<file path="src/rtl/mem_arbiter.sv">
// mem_arbiter: two-requester arbiter in front of a single-port memory.
// Each access is sampled only in IDLE. The winner gets a one-cycle grant in
// the same cycle as the memory strobe. Reads return rvalid one cycle later.
// A read takes 3 cycles (ACCESS, RESP, IDLE) and a write takes 2 (ACCESS, IDLE).
//
// Configuration macro:
//   MEM_ARBITER_RR_EN  defined   -> ties go to the requester that is not last_gnt
//                      undefined -> requester 0 always wins ties
//
// Ports:
//   clk, rst                 clock, synchronous active-high reset
//   reqN, weN, addrN, wdataN requester N request / write-enable / address / data
//   gntN                     one-cycle grant pulse
//   rvalidN, rdataN          one-cycle read-data-valid pulse and read data
//   mem_we, mem_re           memory write / read strobes (ACCESS only)
//   mem_addr, mem_in         memory address and write data
//   mem_out                  registered memory read data (1 cycle after mem_re)
//   busy                     high whenever the FSM is not in IDLE
module mem_arbiter #(
  parameter int unsigned ADDR_W = 12,
  parameter int unsigned DATA_W = 8
) (
  input  logic              clk,
  input  logic              rst,
  input  logic              req0,
  input  logic              we0,
  input  logic [ADDR_W-1:0] addr0,
  input  logic [DATA_W-1:0] wdata0,
  output logic              gnt0,
  output logic              rvalid0,
  output logic [DATA_W-1:0] rdata0,
  input  logic              req1,
  input  logic              we1,
  input  logic [ADDR_W-1:0] addr1,
  input  logic [DATA_W-1:0] wdata1,
  output logic              gnt1,
  output logic              rvalid1,
  output logic [DATA_W-1:0] rdata1,
  output logic              mem_we,
  output logic              mem_re,
  output logic [ADDR_W-1:0] mem_addr,
  output logic [DATA_W-1:0] mem_in,
  input  logic [DATA_W-1:0] mem_out,
  output logic              busy
);

  typedef enum logic [1:0] {
    IDLE   = 2'd0,
    ACCESS = 2'd1,
    RESP   = 2'd2
  } state_e;

  state_e            state_q;
  logic              last_gnt_q;
  logic [ADDR_W-1:0] addr_q;
  logic [DATA_W-1:0] wdata_q;
  logic              gnt0_q, gnt1_q;
  logic              rvalid0_q, rvalid1_q;
  logic              mem_we_q, mem_re_q;
  logic              busy_q;

  logic              win_d;
  logic              sel_we_d;
  logic [ADDR_W-1:0] sel_addr_d;
  logic [DATA_W-1:0] sel_wdata_d;

  // Winner selection and the winner's request fields
  always_comb begin
    win_d = 1'b0;
    if (req0 && req1) begin
`ifdef MEM_ARBITER_RR_EN
      win_d = ~last_gnt_q;
`else
      win_d = 1'b0;
`endif
    end else if (req1) begin
      win_d = 1'b1;
    end
    sel_we_d    = win_d ? we1    : we0;
    sel_addr_d  = win_d ? addr1  : addr0;
    sel_wdata_d = win_d ? wdata1 : wdata0;
  end

  // FSM with registered outputs; last_gnt_q also names the in-flight owner
  always_ff @(posedge clk) begin
    if (rst) begin
      state_q    <= IDLE;
      last_gnt_q <= 1'b1;
      addr_q     <= '0;
      wdata_q    <= '0;
      gnt0_q     <= 1'b0;
      gnt1_q     <= 1'b0;
      rvalid0_q  <= 1'b0;
      rvalid1_q  <= 1'b0;
      mem_we_q   <= 1'b0;
      mem_re_q   <= 1'b0;
      busy_q     <= 1'b0;
    end else begin
      gnt0_q    <= 1'b0;
      gnt1_q    <= 1'b0;
      rvalid0_q <= 1'b0;
      rvalid1_q <= 1'b0;
      mem_we_q  <= 1'b0;
      mem_re_q  <= 1'b0;
      case (state_q)
        IDLE: begin
          if (req0 || req1) begin
            state_q    <= ACCESS;
            busy_q     <= 1'b1;
            last_gnt_q <= win_d;
            addr_q     <= sel_addr_d;
            wdata_q    <= sel_wdata_d;
            gnt0_q     <= ~win_d;
            gnt1_q     <= win_d;
            mem_we_q   <= sel_we_d;
            mem_re_q   <= ~sel_we_d;
          end
        end
        ACCESS: begin
          // mem_we_q still holds the latched direction during ACCESS
          if (mem_we_q) begin
            state_q <= IDLE;
            busy_q  <= 1'b0;
          end else begin
            state_q   <= RESP;
            rvalid0_q <= ~last_gnt_q;
            rvalid1_q <= last_gnt_q;
          end
        end
        RESP: begin
          state_q <= IDLE;
          busy_q  <= 1'b0;
        end
        default: begin
          state_q <= IDLE;
          busy_q  <= 1'b0;
        end
      endcase
    end
  end

  assign gnt0     = gnt0_q;
  assign gnt1     = gnt1_q;
  assign rvalid0  = rvalid0_q;
  assign rvalid1  = rvalid1_q;
  assign mem_we   = mem_we_q;
  assign mem_re   = mem_re_q;
  assign mem_addr = addr_q;
  assign mem_in   = wdata_q;
  assign busy     = busy_q;

  // Memory read data is already registered; both requesters see it directly
  assign rdata0 = mem_out;
  assign rdata1 = mem_out;

endmodule

</file>
<file path="config.mk">
export PLATFORM = sky130hd
export DESIGN_NAME = mem_arbiter
export DESIGN_NICKNAME = d
export VERILOG_FILES = /design/src/rtl/mem_arbiter.sv
export SDC_FILE = /design/constraint.sdc
export NUM_CORES = 1
export LEC_CHECK = 0
export CAP_MARGIN = 10
export CORE_MARGIN = 2
export CORE_UTILIZATION = 36
export DETAILED_ROUTE_END_ITERATION = 10
export HOLD_SLACK_MARGIN = 0.15
export MAX_ROUTING_LAYER = met4
export PLACE_DENSITY_LB_ADDON = 0.08
export SYNTH_ARGS = -nofsm -noshare
export SYNTH_HDL_FRONTEND = slang
export SYNTH_SLANG_ARGS = --single-unit
</file>
<file path="constraint.sdc">
create_clock -name clk -period 3 [get_ports clk]
set_input_delay 0.3 -clock clk [delete_from_list [all_inputs] [get_ports clk]]
set_output_delay 0.3 -clock clk [all_outputs]
set_load 0.02 [all_outputs]
</file>
* Word level (Yosys, flattened, before mapping)
Index checks and enable logic that the tools add are counted. W data, S select, Z words.
Operators by class: eq/ne operators 3, bitwise gates (word level) 6, reduce and logical (&&, ||, !) cells 7, multiplexer cells 11
Operators by type and width (number):
- $mux W12 | 1
- $mux W8 | 1
- $not A1 Y1 | 6
- $reduce_or A3 Y1 | 2
- $mux W1 | 5
- $mux W2 | 2
- $ne A2 B2 Y1 const B | 2
- $pmux W2 S2 | 1
- $reduce_and A2 Y1 | 2
- $eq A2 B1 Y1 const B | 1
- $logic_not A2 Y1 | 1
- $pmux W1 S2 | 1
- $logic_and A1 B1 Y1 | 1
- $logic_or A1 B1 Y1 | 1
Storage, ports and cells: bits of input ports 54, bits in registers 30

* Depth between registers and ports, before layout
depth in word-level cells 4, depth in mapped cells 5, gate-level depth less buffers 4

* Worst setup path before layout
Ideal clock, no wire load.
path type reg-to-reg, from reg state_q[0], to reg addr_q[10] (netlist: mem_addr[10]), path buffers 2, arrival 1184 ps, setup slack 1746 ps, cell stages (with the launch flop) 5, library setup time 70 ps, cell sequence dfxtp_1 -> or4_4 -> buf_6 -> buf_6 -> o2bb2ai_1
On the way: word-level cells in the longest chain between the ends 2
Ends and longest elaborated chain:
- start: declaration | RTL line 53 | state_e state_q;
- start signal: assignment | RTL line 87 | state_q <= IDLE;
- start signal: assignment | RTL line 108 | state_q <= ACCESS;
- start signal: assignment | RTL line 122 | state_q <= IDLE;
- $logic_not A2 Y1 | RTL line 105 | case (state_q)
- $reduce_and A2 Y1 (no source line)
- end signal: assignment | RTL line 111 | addr_q <= sel_addr_d;
- end: declaration | RTL line 55 | logic [ADDR_W-1:0] addr_q;
Every way passes these cells. A chain may end at the register's enable or synchronous reset.

* Final worst setup path
from reg addr_q[7] (netlist: mem_addr[7]), to out mem_addr[7]
RTL lines:
- end: declaration | RTL line 41 | output logic [ADDR_W-1:0] mem_addr,
No word-level cell between the ends.

==> summary.md <==
| Metric | Value |
|---|---|
| Starting Density | between 30% and 40% |
| Synth Area in Compound Gates | 16.11% |
| Site Rows | 21 |
| Worst reg2reg path depth | 2 |
| Area grow syn2layout | 52.64% |
| DRC | 0 |
| Share of layout cells above drive strength 1 | around 7% |
| Netlist cell types | 19 |
| Peak Freq | slightly above 600 MHz |
| CP max stage delay | between 0.6 and 0.7 ns |
| Adder-Cell Fraction of Synth Area | 0% |
| Clock transition at path regs | around 0.09 ns |
| Slew HR | 41.80% |
| Period utilization | around 54% |
| CTS Buffer Depth | 2 |
| VDD IR-drop max | 224.2 uV |
| Crit path max-delay family | buffers and inverters |
| Largest family of logic cells by synthesized area | multiplexers |
| Worst Hold Class | flop to flop |
| Final Routed Wirelength | between 2000 and 3000 um |
| Resized cells post-CTS | 0 |
| Die Wd | between 60 and 70 um |
| DR vias/cell | roughly 4.7 |
| Sequence of cells on the critical path | clkdlybuf4s50_1 |
| Root buf cell | clkbuf_4 |
| CP max FO | 2 |
| Pins over their slew limit | 0 |
| CTS sink cnt | 30 |
| Combinational share of power | 25.6% |
| Iter 0 DRT Violations | 14 |
| R2R Path End | last_gnt_q |
| R2R setup slack | around 1.6 ns |
| Power Internal | around 0.68 mW |
| Final hold vios | 0 |
| Hold_buf cts | 0 |
| CP Launch Type | flop |
| Max-cap violations | 0 |
| Minimum clock period | ~1.6 ns |
| DP HPWL | 2218 um |
| Post-synthesis cell count | approximately 110 |
| Slew @ Worst Pin | 0.8730 ns |
| TritonRoute pass-1 iters | 4 |
| Post-Syn Nets | around 170 |
| Postcts setup bufs | 0 |
| Vias in the first global route | 994 |
| Simple-Gate Fraction of Synth Area | just under 6% |
| Fillcell total | approximately 320 |
| First-pass GRT wire length | about 4700 um |
| Final setup fails | 0 |
| Area leader, netlist | dfxtp_1 |
| NetSw | roughly 0.25 mW |
| Routed WL per cell | 13.56 um |
| GPL Wtd Cong | around 0.64 |
| Critical path's slowest cell | clkdlybuf4s50_1 |
| Layout Nets | between 200 and 250 |
| Die area | about 4000 um2 |
| Worst Setup EP | mem_addr[7] |
| Largest net degree at the start of global routing | 24 |
| CP Class | flop to output port |
| Skew-Pair Late Insertion Delay | approximately 0.32 ns |
| Worst Path Buf+Inv | 1 |
| Flop pwr share | 48.5% |
| H-tree level count | 2 |
| Port Buffers | 72 |
| Initial antenna violation count | 0 |
| Mux share of post-synthesis cell area | approximately 16% |
| Core area | between 3000 and 4000 um2 |
| Die H | 63.66 um |
| Detail Route Antenna Nets | 0 |
| Setup tns final | 0 ns |
| CP Depth | 1 |
| Worst Path Required | about 2.7 ns |
| Ant. Diodes | 0 |
| Area fraction of the dominant cell type after synthesis | about 47% |
| Yosys Warn Count | 0 |
| Ports | between 90 and 100 |
| Clock network power share | roughly a quarter |
| CP Data Arrival Time | about 1.3 ns |
| Outcome | finished, final reports clean |
| RSZ-0062 raised after global routing | false |
| CTS tree | yes |
| PD cells | about 480 nW/um2 |
| Post-Synth XOR/XNOR Area | 0% |
| Switching fraction of total power | 26.85% |
| FF-to-FF Start | state_q[1] |
| Total GRT Usage | 15.66% |
| Worst setup path startpoint | mem_addr[7] |
| Number of synthesized register bits | 30 |
| Synth Area per Inst | between 10 and 15 um2 |
| Register area share after synthesis | between 40 and 50% |
| Crit. End Element | output port |
| Clk_skew | 0.004900 ns |
| Synthesized cell area | ~1300 um2 |
| Gr ovfl total | 0 |
| Lkg Pwr | 0.8125 nW |
| Num CTS Buffers | 5 |
| Final core occ | ~58% |
| DR vias | roughly 1000 |
| Leading post-synthesis cells by cell area | dfxtp_1 (47%), mux2i_1 (16%), o2bb2ai_1 (13%) |
## synth_stat cells (all sizes together)
cell type   n
and2        4
a2111oi     1
buf        22
o31a        1
clkbuf      2
or4         1
dfxtp      30
nor4b       1
inv         3
nor3        1
o2bb2ai    20
a22oi       1
nor2        3
mux2i      21
nand2b      2
## layout by cell type, fill, tap and decap left out
master and n:
nor2_1 3, clkbuf_8 1, dfxtp_1 30, and2_1 4, nand2b_1 2, a22oi_1 1
clkdlybuf4s50_1 72, clkbuf_4 5, inv_2 1, o2bb2ai_1 19, nor3_1 1, a2111oi_0 1
clkinv_2 1, o31a_1 1, o2bb2ai_2 1, buf_4 2, clkbuf_1 1, inv_1 2
nor4b_1 1, mux2i_1 21, or4_4 1
## cell type report
cell class / count / area, um2 / area share [%]
Inverter: 3 / 11.26 / 0.5758
Clock buffer: 7 / 55.05 / 2.815
Tap cell: 46 / 57.56 / 2.943
Clock inverter: 1 / 5.005 / 0.2559
Multi-Input combinational cell: 56 / 490.5 / 25.08
Timing Repair Buffer: 74 / 735.7 / 37.62
Sequential cell: 30 / 600.6 / 30.71
## power by group through the flow
stage                     Sequential [mW]  Combinational [mW]  Clock (mW)
final                               0.453               0.239       0.243
after floorplan                     0.501               0.103           0
after global placement              0.461               0.238           0
after global routing                0.458               0.256       0.283
after detailed placement            0.462               0.241           0
after CTS                           0.454               0.242       0.256
## sequential cells by signal (all words and copies together), names as in the netlist
register    cells
gnt0            1
mem_addr       12
mem_we          1
busy            1
last_gnt_q      1
mem_re          1
mem_in          8
rvalid1         1
rvalid0         1
gnt1            1
state_q         2
## stage by stage
stage	area (um2)	hold WS (ns)	setup slack, ns	power [mW]	cells
after floorplan	1281	0.3831	1.746	0.6040	113
after global placement	1896	0.4393	1.099	0.6996	209
after detailed placement	1896	0.4495	1.028	0.7036	209
after CTS	1956	0.4718	1.368	0.9515	217
after global routing	1956	0.4816	1.260	0.9966	217
final	1956	0.4677	1.387	0.9350	217
## how the worst min path moves through the flow
| stage | slack [ns] | startpoint | to | cells past startpoint |
|---|---|---|---|---|
| 3_5_place_dp | 0.45 | mem_in[5] | mem_in[5] | 1 |
| 6_report | 0.47 | mem_addr[4] | mem_addr[4] | 1 |
| 5_1_grt | 0.48 | last_gnt_q | rvalid1 | 1 |
| 3_3_place_gp | 0.44 | last_gnt_q | rvalid1 | 1 |
| 4_1_cts | 0.47 | last_gnt_q | rvalid1 | 1 |
| 2_1_floorplan | 0.38 | rst | busy | 1 |
## cell families (layout without fill, tap and decap cells)
kind of cell    Yosys count  in the layout
simple gates             12             12
flops                    30             30
mux                      21             21
compound gates           23             23
buf+inv                  27             85
## layer usage
metal | up-vias | GRT usage [%] | share of wire, %
li1 | 504 | - | -
met1 | 473 | 16.70 | 40
met2 | 48 | 23.95 | 49
met3 | 4 | 8.750 | 9.0
met4 | 0 | 6.522 | 1.1
met5 | - | - | 0
Note: power is estimated with default switching activity, not from simulation.
